**src/rtl/load_store_unit_pkg.sv**
```systemverilog
// Shared types and helpers for the load/store unit: RV32 size codes, FSM states and
// the request legality check.
package load_store_unit_pkg;

   typedef logic [2:0] funct3_t;

   localparam funct3_t LB   = 3'b000;
   localparam funct3_t LH   = 3'b001;
   localparam funct3_t LW   = 3'b010;
   localparam funct3_t LBU  = 3'b100;
   localparam funct3_t LHU  = 3'b101;
   localparam funct3_t SB   = 3'b000;
   localparam funct3_t SH   = 3'b001;
   localparam funct3_t SW   = 3'b010;
   localparam funct3_t WORD = LW;

   typedef enum logic [2:0] {IDLE, RD, WAIT, WR, RESP} lsu_state_t;

   // funct3[1:0] encodes the access size (00 byte, 01 half, 10 word) for loads and stores alike.
   function automatic logic is_legal(input logic we, input funct3_t funct3,
                                     input logic [1:0] addr_lo, input logic trap);
      logic size_ok;
      logic align_ok;
      if (we)
         size_ok = (funct3 == SB) || (funct3 == SH) || (funct3 == SW);
      else
         size_ok = (funct3 == LB) || (funct3 == LH) || (funct3 == LW) ||
                   (funct3 == LBU) || (funct3 == LHU);
      case (funct3[1:0])
         2'b01:   align_ok = ~addr_lo[0];
         2'b10:   align_ok = (addr_lo == 2'b00);
         default: align_ok = 1'b1;
      endcase
      return size_ok && (align_ok || !trap);
   endfunction

endpackage

```
**src/rtl/lsu_align.sv**
```systemverilog
// Combinational lane logic: load extraction with sign/zero extension, and the
// byte/half merge used by read-modify-write stores.
module lsu_align
   import load_store_unit_pkg::*;
(
   input  logic [31:0] word,
   input  logic [1:0]  addr_lo,
   input  funct3_t     funct3,
   input  logic [31:0] wdata,
   output logic [31:0] load_data,
   output logic [31:0] merged_word
);

   logic [7:0]  byte_sel;
   logic [15:0] half_sel;

   always_comb begin
      byte_sel = word[{addr_lo, 3'b000} +: 8];
      half_sel = addr_lo[1] ? word[31:16] : word[15:0];
      case (funct3)
         LB:      load_data = {{24{byte_sel[7]}}, byte_sel};
         LH:      load_data = {{16{half_sel[15]}}, half_sel};
         LBU:     load_data = {24'd0, byte_sel};
         LHU:     load_data = {16'd0, half_sel};
         default: load_data = word;
      endcase
   end

   // Each byte lane is either replaced by the matching store byte or kept from the read word.
   for (genvar gi = 0; gi < 4; gi++) begin : g_lane
      logic       lane_hit;
      logic [7:0] lane_src;
      assign lane_hit = (funct3[1:0] == 2'b00) ? (addr_lo == 2'(gi)) :
                        (funct3[1:0] == 2'b01) ? (addr_lo[1] == 1'(gi / 2)) : 1'b1;
      assign lane_src = (funct3[1:0] == 2'b00) ? wdata[7:0] :
                        (funct3[1:0] == 2'b01) ? wdata[8*(gi%2) +: 8] : wdata[8*gi +: 8];
      assign merged_word[8*gi +: 8] = lane_hit ? lane_src : word[8*gi +: 8];
   end

endmodule

```
**src/rtl/load_store_unit.sv**
```systemverilog
// Single-outstanding load/store unit: word-aligned memory port, read-modify-write for
// sub-word stores, extended load data and misalignment/illegal-size reporting.
module load_store_unit
   import load_store_unit_pkg::*;
#(
   parameter int WIDTH         = 32,
   parameter bit MISALIGN_TRAP = 1'b1
) (
   input  logic             clk,
   input  logic             rst,
   input  logic             req_valid,
   output logic             req_ready,
   input  logic             req_we,
   input  logic [WIDTH-1:0] req_addr,
   input  logic [WIDTH-1:0] req_wdata,
   input  funct3_t          req_funct3,
   output logic             resp_valid,
   output logic [WIDTH-1:0] resp_rdata,
   output logic             resp_err,
   output logic [WIDTH-1:0] mem_addr,
   output logic             mem_wren,
   output logic [WIDTH-1:0] mem_wr_data,
   output funct3_t          mem_funct3,
   input  logic [WIDTH-1:0] mem_rd_data
);

   lsu_state_t       state_q, state_d;
   logic             we_q, we_d;
   logic [WIDTH-1:0] addr_q, addr_d;
   logic [WIDTH-1:0] wdata_q, wdata_d;
   funct3_t          funct3_q, funct3_d;
   logic [WIDTH-1:0] resp_rdata_q, resp_rdata_d;
   logic             resp_err_q, resp_err_d;

   logic             accept;
   logic             req_legal;
   logic [WIDTH-1:0] req_addr_eff;
   logic [WIDTH-1:0] load_data;
   logic [WIDTH-1:0] merged_word;

   assign accept    = (state_q == IDLE) && req_valid;
   assign req_legal = is_legal(req_we, req_funct3, req_addr[1:0], MISALIGN_TRAP);

   // Without trapping, misaligned halves/words are silently aligned down.
   always_comb begin
      req_addr_eff = req_addr;
      if (!MISALIGN_TRAP) begin
         if (req_funct3[1:0] == 2'b01)
            req_addr_eff[0] = 1'b0;
         else if (req_funct3[1:0] == 2'b10)
            req_addr_eff[1:0] = 2'b00;
      end
   end

   lsu_align u_align (
      .word        (mem_rd_data),
      .addr_lo     (addr_q[1:0]),
      .funct3      (funct3_q),
      .wdata       (wdata_q),
      .load_data   (load_data),
      .merged_word (merged_word)
   );

   always_ff @(posedge clk or negedge rst) begin
      if (!rst) begin
         state_q      <= IDLE;
         we_q         <= 1'b0;
         addr_q       <= '0;
         wdata_q      <= '0;
         funct3_q     <= '0;
         resp_rdata_q <= '0;
         resp_err_q   <= 1'b0;
      end else begin
         state_q      <= state_d;
         we_q         <= we_d;
         addr_q       <= addr_d;
         wdata_q      <= wdata_d;
         funct3_q     <= funct3_d;
         resp_rdata_q <= resp_rdata_d;
         resp_err_q   <= resp_err_d;
      end
   end

   always_comb begin
      state_d = state_q;
      case (state_q)
         IDLE: begin
            if (req_valid) begin
               if (!req_legal)
                  state_d = RESP;
               else if (req_we && (req_funct3 == SW))
                  state_d = WR;
               else
                  state_d = RD;
            end
         end
         RD:      state_d = WAIT;
         WAIT:    state_d = we_q ? WR : RESP;
         WR:      state_d = RESP;
         RESP:    state_d = IDLE;
         default: state_d = IDLE;
      endcase
   end

   // Sub-word stores park the merged word in wdata_q so WR writes it unchanged.
   always_comb begin
      we_d         = we_q;
      addr_d       = addr_q;
      wdata_d      = wdata_q;
      funct3_d     = funct3_q;
      resp_rdata_d = resp_rdata_q;
      resp_err_d   = resp_err_q;
      if (accept) begin
         we_d         = req_we;
         addr_d       = req_addr_eff;
         wdata_d      = req_wdata;
         funct3_d     = req_funct3;
         resp_rdata_d = '0;
         resp_err_d   = ~req_legal;
      end else if (state_q == WAIT) begin
         if (we_q)
            wdata_d = merged_word;
         else
            resp_rdata_d = load_data;
      end
   end

   always_comb begin
      req_ready   = (state_q == IDLE);
      resp_valid  = (state_q == RESP);
      mem_wren    = (state_q == WR);
      mem_addr    = '0;
      mem_wr_data = '0;
      mem_funct3  = WORD;
      if ((state_q == RD) || (state_q == WAIT) || (state_q == WR))
         mem_addr = {addr_q[WIDTH-1:2], 2'b00};
      if (state_q == WR)
         mem_wr_data = wdata_q;
   end

   assign resp_rdata = resp_rdata_q;
   assign resp_err   = resp_err_q;

endmodule

```
**config.mk**
```make
export PLATFORM = sky130hd
export DESIGN_NAME = load_store_unit
export DESIGN_NICKNAME = d
export VERILOG_FILES = /design/src/rtl/load_store_unit_pkg.sv /design/src/rtl/lsu_align.sv /design/src/rtl/load_store_unit.sv
export SDC_FILE = /design/constraint.sdc
export NUM_CORES = 1
export LEC_CHECK = 0
export ABC_AREA = 1
export CAP_MARGIN = 25
export CORE_UTILIZATION = 35
export DETAILED_ROUTE_END_ITERATION = 16
export PLACE_DENSITY = 0.72
export SLEW_MARGIN = 15
export SYNTH_ARGS = -nofsm -noshare
export SYNTH_HDL_FRONTEND = slang
export SYNTH_SLANG_ARGS = --single-unit
export TNS_END_PERCENT = 20
```
**constraint.sdc**
```tcl
create_clock -name clk -period 1.3 [get_ports clk]
set_input_delay 0.195 -clock clk [delete_from_list [all_inputs] [get_ports clk]]
set_output_delay 0.195 -clock clk [all_outputs]
set_load 0.02 [all_outputs]
```
# Word level (Yosys, flattened, before mapping)
# Index checks and enable logic that the tools add are counted.
# word_totals
regBits,104
ram_bits,0
elab_cells,91
output_inout_bits,103
latchBits,0
n_memories,0
rom_bits,0
# classes
n_lt_le_gt_ge,0
bitwise,3
n_eq_ne,23
n_mux,32
add_sub_neg,0
div,0
shift,1
n_mul,0
n_reduce_logical,22
# ops
op,n
$mux 32,8
$pmux 32 s4,1
$mux 8,9
$shiftx 32x6->8,1
$mux 16,1
$eq 3x3->1 const B,5
$pmux 3 s4,1
$reduce_and 3->1,4
$eq 3x1->1 const B,3
$eq 3x2->1 const B,3
$logic_not 3->1,3
$mux 3,3
$ne 4x4->1 const B,2
$mux 1,7
$eq 2x1->1 const B,3
$eq 2x2->1 const B,3
$logic_not 2->1,3
$logic_or 1x1->1,6
$ne 2x2->1 const B,2
$reduce_bool 2->1,2
$logic_and 1x1->1,3
$ne 3x3->1 const B,1
$not 1->1,3
$mux 2,1
other kinds (3),3

# Logic depth before layout (Yosys ltp)
# logic_depth
depth_word,10
mapped_depth,11
ltp_nobuf,9

# Modules after synthesis
# From an unflattened synthesis, not the netlist that was laid out.
# hier_totals
hier_cells,934
hier_area_um2,6496.2
# modules_own_cells
module,n_inst,seq_area_each_um2,area_per_inst_um2,cells_per_inst
load_store_unit,1,2602.5,4944.7,619
lsu_align,1,0.0,1551.5,315

# Worst setup path before layout
# No wires, ideal clock.
# synth_path
path_type,register -> output
startpoint,register state_q[1]
endpoint,output mem_wr_data[10]
setup_slack_ns,-0.620
arrival_time_ns,1.725
stages_incl_launch_ff,6
path_buffers,1
cell_sequence,dfrtp_1 inv_1 nor3_1 inv_1 buf_2 nor2_1
# synth_between
elab_chain_len,2
# synth_rtl
item,line_no,rtl
"start, declared",load_store_unit.sv:27,"lsu_state_t state_q, state_d;"
"start signal, assigned",load_store_unit.sv:74,state_q <= state_d;
$eq 3x2->1,n/a,
via mem_wren,load_store_unit.sv:21,"output logic mem_wren,"
$mux 32,load_store_unit.sv:137,if (state_q == WR)
"end, declared",load_store_unit.sv:22,"output logic [WIDTH-1:0] mem_wr_data,"
# The timed path passes the listed nets, and every way through them passes these cells.

# Final worst setup path
# layout_path
startpoint,register state_q[2]
endpoint,output mem_wr_data[27]
# layout_between
elab_chain_len,2
# layout_rtl
item,line_no
$eq 3x2->1,load_store_unit.sv:137
$mux 32,load_store_unit.sv:137
# Every way passes these cells.

==> qor.txt <==
vias in the first global route: 6257
GP Congestion: 0.900
RSZ-0062 raised after global routing: true
Final WS setup: -0.456 ns
DR vias: 6366
final setup vio count: 167
Critical Path Sink Type: output pin
largest net degree at the start of global routing: 37
CP Data Required Time: 1.11 ns
fin crit share: 135%
IO buf count: 200
most common library cell in the layout ignoring fill and taps: nand2_1
Max Cap Violations: 0
clk buf depth: 2
die area: 0.0174 mm²
CTS tree: done
Ys Warns: 0
Clock Latency Late Sink: 0.36 ns
Power Density: 1900 mW/mm²
clock input transition at the sequential cells of the worst setup and hold paths: 0.07 ns
maximum vdd drop: 895 µV
nets: 1238
post-route insts no fill: 1357
DR pass1 iterations: 5
layout cells sized above 1: 23.2%
worst r2r src: state_q[1]
sequential share of the synthesized area: 44.0%
first-pass GRT wire length: 32200 µm
Std-Cell Rows: 47
P&R area growth vs syn: 60.2%
synth unique cells: 30
final hold violations: 0
Clock Skew: 0.00845 ns
I/O pin cnt: 206
Critical Path AT: 1.56 ns
crit path kind: register to output pin
Top Family by Delay on Critical Path: flip-flops
CTS Buf Count: 9
Min Clock Period, post-route: 1.76 ns
Clock Sinks: 104
Startpoint Class: register
Diodes inserted: 0
worst-path fanout max: 8
Critical Path Slowest Stage Cell: dfrtp_1
#FFs+latches synth: 104
Peak Freq: 0.569 GHz
Die Y-Extent: 132 µm
worst hold-check path type: input pin to async pin
max-slew violation count: 0
R2R setup slack: -0.34 ns
DP Wirelength: 15000 µm
Avg Vias per Cell: 4.69
antenna violations before repair: 0
DR iter-0 viols: 383
status: complete, but fails checks
CTS root buf: clkbuf_16
max incr delay on CP: 0.42 ns
residual DRC count: 0
core area: 0.0165 mm²
most frequent cells in the layout: nand2_1 (306), dfrtp_1 (103), clkdlybuf4s50_1 (101)
Mapped Cells: 863
worst path buffer plus inverter count: 3
total track usage: 23.7%
final WL: 19700 µm
Final ANT Viol Nets: 0
Post-Syn Area per Cell: 6.85 µm²
H-tree lvl count: 3
routed len/inst: 14.5 µm
end-of-flow core utilization: 57.3%
failing checks: negative setup slack
cells along the critical path: nor3_4, inv_6, buf_16, nor2_4, buf_6
die span in x: 132 µm
gr ovfl total: 0
Placed Cells: 1335
RR Endpoint: wdata_q[16]
P_leak: 4.89 nW
cell area after synthesis: 0.00591 mm²
Initial Utilization: 35.8%
FF-to-FF path depth: 8
[routing by layer]
layer  up-vias  GRT usage (%)  share of wire (%)
li1       3200              -                  -
met1      2896           30.1                 42
met2       244           39.5                 47
met3        26           5.65                8.7
met4         0           7.49                1.9
met5         -              0                  0
[cell type report]
class / instances / area [µm²]
Tap cell: 220 / 275
Sequential cell: 104 / 2600
Clock buffer: 10 / 229
Multi-Input combinational cell: 632 / 3090
Clock inverter: 6 / 66.3
Inverter: 91 / 374
Timing Repair Buffer: 294 / 2830
Fill cell: 1553 / 7060
[registers in the layout (all words and copies together), names as in the netlist]
| name | count |
|---|---|
| we_q | 1 |
| resp_rdata | 32 |
| state_q | 3 |
| resp_err | 1 |
| wdata_q | 32 |
| funct3_q | 3 |
| addr_q | 32 |
[synthesized netlist by cell type (all sizes together)]
cell type / count / area (µm²)
clkbuf: 8 / 30.0
or2: 14 / 87.6
dfrtp: 104 / 2600
nand3b: 1 / 7.51
nor2: 127 / 502
nand4: 2 / 18.8
o21a: 1 / 7.51
buf: 32 / 199
nand2: 315 / 1210
nand3: 81 / 418
inv: 91 / 344
conb: 2 / 7.51
nor3: 1 / 5.00
o21ai: 75 / 402
ha: 3 / 37.5
a21oi: 6 / 33.8
[what timing repair did]
action / 4_1_cts / 5_1_grt
buffers inserted: 2 / 0
pin swaps: 25 / 13
endpoints found under the setup margin: 202 / 171
resized for setup: 427 / 25
hold endpoints to repair: 104 / 0
hold buffers: 1 / 0
cloned: 3 / 0
[kinds of logic after synthesis]
logic type                 share of synthesized area [%]
adders and majority gates                          0.635
other                                              0.127
buffers and inverters                               9.70
AOI/OAI and AO/OA                                   7.50
DFF                                                 44.0
and+or+nand+nor                                     38.0
[stage by stage]
step	power [W]	instance area, µm²	setup WS [ns]	hold slack (ns)	setup TNS (ns)
3_5_place_dp	0.0151	9030	-0.596	0.0833	-75.17
3_3_place_gp	0.0149	9030	-0.550	0.0796	-72.12
5_1_grt	0.0195	9470	-0.526	0.272	-63.69
4_1_cts	0.0180	9420	-0.455	0.246	-49.87
2_1_floorplan	0.0110	6180	-0.115	-0.101	-7.65
6_report	0.0180	9470	-0.456	0.260	-49.49
[power by group]
group	internal (W)	switching (W)	total (W)
Sequential	0.00451	0.000701	0.00521
Combinational	0.00398	0.00605	0.0100
Clock	0.00151	0.00127	0.00278
[worst max-delay path by stage]
| stage | startpoint | slack, ns | endpoint | cells past startpoint |
|---|---|---|---|---|
| 2_1_floorplan | state_q[2] | -0.11 | mem_wr_data[10] | 4 |
| 3_3_place_gp | state_q[2] | -0.55 | mem_wr_data[31] | 5 |
| 3_5_place_dp | state_q[2] | -0.60 | mem_addr[7] | 6 |
| 4_1_cts | state_q[1] | -0.46 | mem_wr_data[24] | 6 |
| 5_1_grt | state_q[2] | -0.53 | mem_wr_data[22] | 5 |
| 6_report | state_q[2] | -0.46 | mem_wr_data[27] | 5 |
(Power assumes the default switching activity.)
